--- src/rtl/ldl_arb_pkg.sv ---
// Shared arbitration types and the round-robin pick helper.
package ldl_arb_pkg;

    localparam int unsigned PICK_MAXN = 256;
    localparam int unsigned PICK_IDW  = 8;

    typedef enum logic {
        IDLE = 1'b0,
        OWN  = 1'b1
    } arb_state_e;

    typedef struct packed {
        logic                found;
        logic [PICK_IDW-1:0] idx;
    } pick_t;

    // First set request at or after ptr, wrapping at n; never returns idx >= n.
    function automatic pick_t rr_pick(input logic [PICK_MAXN-1:0] req,
                                      input logic [PICK_IDW-1:0]  ptr,
                                      input int unsigned          n);
        pick_t       res;
        logic [31:0] idx;
        res = '0;
        for (int unsigned k = 0; k < PICK_MAXN; k++) begin
            if (k < n) begin
                idx = 32'(ptr) + 32'(k);
                if (idx >= 32'(n)) begin
                    idx = idx - 32'(n);
                end
                if (!res.found && req[idx[PICK_IDW-1:0]]) begin
                    res.found = 1'b1;
                    res.idx   = idx[PICK_IDW-1:0];
                end
            end
        end
        return res;
    endfunction

endpackage

--- src/rtl/ldl_bin2hot.sv ---
// Binary-to-one-hot decoder with enable; all-zero output when disabled.
module ldl_bin2hot #(
    parameter int unsigned WIDTH = 2
) (
    input  logic [WIDTH-1:0]      bin,
    input  logic                  en,
    output logic [2**WIDTH-1:0]   hot_c
);

    // Decode the binary index into a single set bit.
    always_comb begin
        hot_c = '0;
        if (en) begin
            hot_c[bin] = 1'b1;
        end
    end

endmodule

--- src/rtl/ldl_rr_arbiter.sv ---
// Round-robin arbiter with grant hold, optional hold limit and forced-release pulse.
module ldl_rr_arbiter
    import ldl_arb_pkg::*;
#(
    parameter int unsigned  N        = 4,
    localparam int unsigned IDW      = $clog2(N),
    parameter int unsigned  HOLD_MAX = 0,
    parameter int unsigned  CW       = 16
) (
    input  logic           clk,
    input  logic           rst_n,
    input  logic           en,
    input  logic [N-1:0]   req,
    input  logic           rel,
    output logic [N-1:0]   gnt,
    output logic [IDW-1:0] gnt_id,
    output logic           gnt_vld,
    output logic           forced
);

    localparam int unsigned HOTW = 2**IDW;

    arb_state_e     state, state_n;
    logic [IDW-1:0] ptr, ptr_n, gnt_id_n;
    logic [CW-1:0]  hold_cnt, hold_n;
    logic           vld_n, forced_n;

    logic [N-1:0]   owner_mask_c;
    logic           own_req_c;
    logic           expire_c;
    logic           rel_ev_c;
    logic [IDW-1:0] next_ptr_c;
    logic [IDW-1:0] scan_ptr_c;
    logic [N-1:0]   cand_c;
    pick_t          pick_c;
    logic [HOTW-1:0] hot_c;

    // Release detection and the candidate set / scan start for this cycle's pick.
    always_comb begin
        owner_mask_c = N'(1) << gnt_id;
        own_req_c    = |(req & owner_mask_c);
        expire_c     = (HOLD_MAX != 0) && (hold_cnt == CW'(HOLD_MAX));
        rel_ev_c     = (state == OWN) && (rel || !own_req_c || expire_c);
        next_ptr_c   = (gnt_id == IDW'(N - 1)) ? '0 : gnt_id + IDW'(1);
        scan_ptr_c   = rel_ev_c ? next_ptr_c : ptr;
        cand_c       = rel_ev_c ? (req & ~owner_mask_c) : req;
        pick_c       = rr_pick(PICK_MAXN'(cand_c), PICK_IDW'(scan_ptr_c), N);
    end

    // Next-state, grant and hold-counter logic.
    always_comb begin
        state_n  = state;
        ptr_n    = ptr;
        gnt_id_n = gnt_id;
        vld_n    = gnt_vld;
        hold_n   = hold_cnt;
        forced_n = 1'b0;
        case (state)
            IDLE: begin
                if (en && pick_c.found) begin
                    state_n  = OWN;
                    gnt_id_n = IDW'(pick_c.idx);
                    vld_n    = 1'b1;
                    hold_n   = CW'(1);
                end
            end
            OWN: begin
                if (rel_ev_c) begin
                    ptr_n    = next_ptr_c;
                    forced_n = expire_c && !rel && own_req_c;
                    if (en && pick_c.found) begin
                        gnt_id_n = IDW'(pick_c.idx);
                        hold_n   = CW'(1);
                    end else begin
                        state_n = IDLE;
                        vld_n   = 1'b0;
                    end
                end else if (hold_cnt != '1) begin
                    hold_n = hold_cnt + CW'(1);
                end
            end
            default: begin
                state_n = IDLE;
                vld_n   = 1'b0;
            end
        endcase
    end

    // State register.
    always_ff @(posedge clk or negedge rst_n) begin
        if (!rst_n) begin
            state    <= IDLE;
            ptr      <= '0;
            gnt_id   <= '0;
            gnt_vld  <= 1'b0;
            hold_cnt <= '0;
            forced   <= 1'b0;
        end else begin
            state    <= state_n;
            ptr      <= ptr_n;
            gnt_id   <= gnt_id_n;
            gnt_vld  <= vld_n;
            hold_cnt <= hold_n;
            forced   <= forced_n;
        end
    end

    ldl_bin2hot #(.WIDTH(IDW)) u_bin2hot (
        .bin   (gnt_id),
        .en    (gnt_vld),
        .hot_c (hot_c)
    );

    assign gnt = hot_c[N-1:0];

endmodule

--- config.mk ---
export PLATFORM = sky130hd
export DESIGN_NAME = ldl_rr_arbiter
export DESIGN_NICKNAME = d
export VERILOG_FILES = /design/src/rtl/ldl_arb_pkg.sv /design/src/rtl/ldl_bin2hot.sv /design/src/rtl/ldl_rr_arbiter.sv
export SDC_FILE = /design/constraint.sdc
export NUM_CORES = 1
export LEC_CHECK = 0
export BUFFER_PORTS_ARGS = -buffer_cell sky130_fd_sc_hd__buf_2
export CAP_MARGIN = 10
export CORE_MARGIN = 3
export CORE_UTILIZATION = 57
export CTS_CLUSTER_DIAMETER = 30
export DETAILED_ROUTE_END_ITERATION = 8
export PLACE_DENSITY = 0.83
export SLEW_MARGIN = 20
export SYNTH_ARGS = -nofsm -noshare
export SYNTH_HDL_FRONTEND = slang
export SYNTH_SLANG_ARGS = --single-unit
--- constraint.sdc ---
create_clock -name clk -period 7.1 [get_ports clk]
set_input_delay 0.355 -clock clk [delete_from_list [all_inputs] [get_ports clk]]
set_output_delay 0.355 -clock clk [all_outputs]
set_load 0.02 [all_outputs]
---- After elaboration in Yosys (flattened, before gate mapping) ----
Index checks and enable logic that the tools add are counted.
storage, ports and cells
  flip-flop bits (word level) ............. 6
  bits of input ports ..................... 8
  output and inout bits ................... 8
  logic and storage cells ................. 76
cells by class
  add/sub/neg operators ................... 8
  magnitude comparators ................... 10
  equal/unequal tests ..................... 4
  shift operators ......................... 1
  mux-type cells .......................... 32
  bitwise logic cells ..................... 4
  reduce and logical (&&, ||, !) cells .... 13
operators by type and width
  cell                                                         count
  less-than comparator 8 x 9 -> 1 bit (second input constant)  4
  2-to-1 mux 9 bit                                             4
  binary-select mux 1 bit (select 8 bit)                       4
  2-to-1 mux 8 bit                                             4
  subtractor 3 x 3 -> 4 bit (second input constant)            3
  2-to-1 mux 1 bit                                             10
  >= comparator 3 bit (second input constant)                  3
  AND 4 bit                                                    2
  2-to-1 mux 2 bit                                             4
  2-to-1 mux 4 bit                                             2
  adder 2 x 2 -> 3 bit (second input constant)                 2
  logical AND 1 bit                                            6
  logical NOT 1 bit                                            4
  != test 2 bit (second input constant)                        2
  NOT 4 bit                                                    1
  one-hot mux 1 bit (2 select lines)                           2
  one-hot mux 2 bit (2 select lines)                           1
  OR reduction 4 bit                                           1
  left shift 1 x 2 -> 4 bit (first input constant)             1
  subtractor 2 x 3 -> 4 bit (second input constant)            1
  adder 2 x 1 -> 3 bit (second input constant)                 1
  >= comparator 2 x 3 -> 1 bit (second input constant)         1
  less-than comparator 2 x 3 -> 1 bit (second input constant)  1
  AND reduction 3 bit                                          1
  other kinds (7)                                              7

---- Depth between registers and ports, before layout ----
  depth after elaboration ................. 25
  gate-level depth with buffers ........... 14
  depth with buffers taken out ............ 13

---- Hierarchy ----
A second synthesis with hierarchy kept.
second synthesis, totals
  cells, all modules ...................... 101
  area total of the unflattened synthesis .. 817.0 µm²
by module, submodules not included
  module          instances  cells each  area an instance (µm²)  seq. area each (µm²)
  ldl_rr_arbiter  1          97          779.5                   150.1
  ldl_bin2hot     1          4           37.5                    0.0

---- Worst setup path after synthesis ----
Ideal clock, no wire load.
  kind .................................... register -> register
  start ................................... register gnt_id[0]
  end ..................................... register gnt_id[0]
  setup time .............................. 0.128 ns
  arrival time ............................ 3.008 ns
  required time ........................... 6.972 ns
  path slack .............................. 3.965 ns
  cell stages (with the launch flop) ...... 14
  buffers on the path ..................... 0
  clock period less this slack ............ 3.135 ns
  cell sequence ........................... dfrtp_1 -> inv_1 -> ha_1 -> a22oi_2 -> a21oi_1 -> nand2b_1 -> mux2_2 -> inv_1 -> ha_1 -> nand2b_1 -> nor3_1 -> nor3_1 -> o211ai_2 -> mux2_1
on the way
  longest elaborated chain between the ends .. 25
  elaborated cells on any way between the ends .. 51
  those cells by class .................... add/sub (8); order compare (4); eq/ne (2); shift (1); mux (22); bitwise (3); reduce/logical (11)
RTL lines
  item                                                                                line                                        source
  from (decl)                                                                         ldl_rr_arbiter.sv:16                        output logic [IDW-1:0] gnt_id,
  from (signal assigned)                                                              ldl_rr_arbiter.sv:101                       gnt_id <= gnt_id_n;
  left shift 1 x 2 -> 4 bit                                                           ldl_rr_arbiter.sv:40                        owner_mask_c = N'(1) << gnt_id;
  AND 4 bit                                                                           ldl_rr_arbiter.sv:41                        own_req_c = |(req & owner_mask_c);
  OR reduction 4 bit                                                                  ldl_rr_arbiter.sv:41
  logical NOT 1 bit                                                                   ldl_rr_arbiter.sv:43                        rel_ev_c = (state == OWN) && (rel || !own_req_c || expire_c);
  logical OR 1 bit                                                                    ldl_rr_arbiter.sv:43
  logical AND 1 bit                                                                   ldl_rr_arbiter.sv:43
  2-to-1 mux 2 bit *                                                                  --
  net scan_ptr_c[1]                                                                   ldl_rr_arbiter.sv:33                        logic [IDW-1:0] scan_ptr_c;
  parallel branches: the longest is 13 deep, another holds subtractor 3 x 3 -> 4 bit  --
  2-to-1 mux 9 bit *                                                                  ldl_arb_pkg.sv:30                           if (!res.found && req[idx[PICK_IDW-1:0]]) begin
  logical AND 1 bit                                                                   ldl_rr_arbiter.sv:60, ldl_rr_arbiter.sv:71
  2-to-1 mux 2 bit *                                                                  ldl_rr_arbiter.sv:60, ldl_rr_arbiter.sv:71
  2-to-1 mux 2 bit                                                                    ldl_rr_arbiter.sv:68                        if (rel_ev_c) begin
  one-hot mux 2 bit (2 select lines) *                                                ldl_rr_arbiter.sv:58                        case (state)
Mark *: on every way through the listed nets, which the timed path passes. The select of a mux whose other input is x is not followed.
A chain may end at the register's enable or synchronous reset.

---- Worst setup path in the final report ----
Same ends and word-level chain as after synthesis.

==> metrics.txt <==
Post-Syn Area 748 µm²; layout cells sized above 1 26.2%; sequential fraction of the synthesis area 20.1%; total core area 1170 µm²; number of I/O port buffers 14; Critical Path RT 7.21 ns; Skew-Pair Late Insertion Delay 0.24 ns; cells on worst reg2reg path 13; CTS tree yes; Hold Path Depth 3; Final Cycle Share 48.9%; global-route wire length before repair 2970 µm; Max Freq 288 MHz; chip width 42.2 µm; H-tree Lvls 1; CTS sink count 6; Net count, final 124; CP max FO 7; Avg WL per Cell 14.1 µm; worst reg2reg path startpoint gnt_id[0]; Synth area leaders dfrtp_1, ha_1, nand2_1, mux2_2, nand3_1; share of the synthesized area in the top cell type 20.1%; Num CTS Buffers 3; Root Buffer clkbuf_4; initial core utilization 63.9%; RR Endpoint gnt_id[0]; Setup Buffers After CTS 0; # setup viols final 0; grt ovf 0; syn nets 107; Clock Tree Buf Depth 2; synth warn 0; Worst-path clk slew 0.04 ns; final WL 1710 µm; Area growth syn-to-layout 12.0%; clock skew 0.00232 ns; Synth cell types 35; IO Pins 16; vias in the first global route 708; max-cap violations 0; Hold WC Path Type input port to register; fill count 99; flop-to-flop setup slack 3.63 ns; Rel. slew slack 67.0%; Vias 741; routed vias/inst 6.12; Detailed Route Iter0 Violations 20; setup TNS 0 ns; Crit Path Class register to register; cell row count 12; crit path launch type register; Worst-Margin Slew 0.491 ns; worst path arrival time 3.58 ns; Yosys reg bits 6; die span in y 42.2 µm; RSZ-0062 raised after global routing no; largest net degree at the start of global routing 11; full die area 1780 µm²; run status finished clean; Resize count post-CTS 0; max-slew violations 0; Crit. End Element register; fin crit period 3.47 ns; initial antenna violation count 0; DRC Markers 0; routability-driven placement congestion ratio 0.895; Synth area leader dfrtp_1; endpoints failing hold 0; Endpoint, Worst Hold state; n_diodes 0; Synth Instances 92; All-Layer GR Usage 21.7%; ANT nets after route 0; mean area per synthesized cell 8.13 µm²; 1st-pass router iterations 4; hold_sp en; HPWL Detailed 1300 µm
==> area by class of cell <==
cell class                      instances  area, µm²  share of cell area (%)
Clock buffer                            3       22.5                    2.69
Multi-Input combinational cell         74        534                    63.7
Sequential cell                         6        150                    17.9
Timing Repair Buffer                   15       80.1                    9.55
Inverter                                9       33.8                    4.03
Tap cell                               14       17.5                    2.09
==> cell usage after synthesis (all sizes together) <==
cell and count:
nor3b 1, nand2 13, dfrtp 6, o211ai 1, nand4 2, nor2b 1
and3 1, nor3 4, o221ai 1, a31oi 1, o32ai 1, inv 9
a211oi 3, ha 7, buf 3, mux2i 1, nand2b 2, and2 5
a221oi 2, o21ai 2, mux2 5, nor2 3, a211o 1, and4 1
o31ai 1, mux4 1, conb 1, nand3 6, a22oi 2, a21oi 5
==> logic make-up after synthesis <==
logic type               Yosys count  share of synthesized area [%]
adder cells (fa/ha/maj)            7                           11.7
buffers and inverters             12                           8.53
flip-flops                         6                           20.1
AO/OA/AOI/OAI                     20                           20.9
multiplexers                       7                           11.9
other                              1                          0.501
AND/OR/NAND/NOR                   39                           26.4
==> metal layers <==
layer | wire (µm) | track usage, %
met5 | 0 | 0
met3 | 126 | 3.43
met2 | 826 | 31.9
met1 | 729 | 28.4
met4 | 28 | 15.5
==> sequential cells by signal (all words and copies together), names as in the netlist <==
register  flops
gnt_id        2
ptr           2
gnt_vld       1
state         1
==> worst max-delay path: stages (launching register included) <==
cell and delay, ns:
dfrtp_1 0.44, inv_1 0.09, ha_1 0.24, a22oi_2 0.22, a21oi_1 0.11, nand2b_1 0.22
mux2_2 0.30, inv_1 0.08, ha_1 0.40, nand2b_1 0.21, nor3_1 0.07, nor3_1 0.44
o211ai_2 0.17, mux2_1 0.35
==> worst max path at each step <==
| stage | start | to | slack, ns | cells past startpoint |
|---|---|---|---|---|
| final | gnt_id[0] | gnt_id[0] | 3.63 | 13 |
| after detailed placement | gnt_id[0] | gnt_id[1] | 3.74 | 13 |
| after global routing | gnt_id[0] | gnt_id[0] | 3.36 | 13 |
| after CTS | gnt_id[0] | gnt_id[0] | 3.66 | 13 |
| after global placement | gnt_id[0] | gnt_id[1] | 3.82 | 13 |
| after floorplan | gnt_id[0] | gnt_id[0] | 3.96 | 13 |
==> per-stage QoR <==
step / hold slack [ns] / cells / setup slack, ns / util [%] / cell area [µm²]
after floorplan: 0.0594 / 92 / 3.96 / - / 748
after global placement: 0.177 / 117 / 3.82 / 68.8 / 806
after detailed placement: 0.176 / 117 / 3.74 / 68.8 / 806
after CTS: 0.404 / 121 / 3.66 / 71.6 / 838
after global routing: 0.433 / 121 / 3.36 / 71.6 / 838
final: 0.409 / 121 / 3.63 / 71.6 / 838
==> cells in the final DEF (no fill, tap or decap), drive strengths merged, types with 2 or more instances in the layout <==
| cell type | synthesis | routed |
|---|---|---|
| dfrtp | 6 | 6 |
| buf | 3 | 14 |
| clkbuf | 0 | 3 |
| and2 | 5 | 5 |
| a21oi | 5 | 5 |
| nand2 | 13 | 13 |
| nand2b | 2 | 2 |
| nand3 | 6 | 6 |
| a221oi | 2 | 2 |
| a211oi | 3 | 3 |
| inv | 9 | 9 |
| nand4 | 2 | 2 |
| o21ai | 2 | 2 |
| nor2 | 3 | 3 |
| mux2 | 5 | 5 |
| ha | 7 | 7 |
| a22oi | 2 | 2 |
| nor3 | 4 | 4 |
==> what timing repair did <==
| item | 4_1_cts | 5_1_grt |
|---|---|---|
| hold buffers | 1 | 0 |
| endpoints found under the hold margin | 6 | 0 |
| setup endpoints to repair | 0 | 0 |
Power is not shown: default switching activity piles up to over one toggle a cycle in this logic, so the estimate is an artifact.
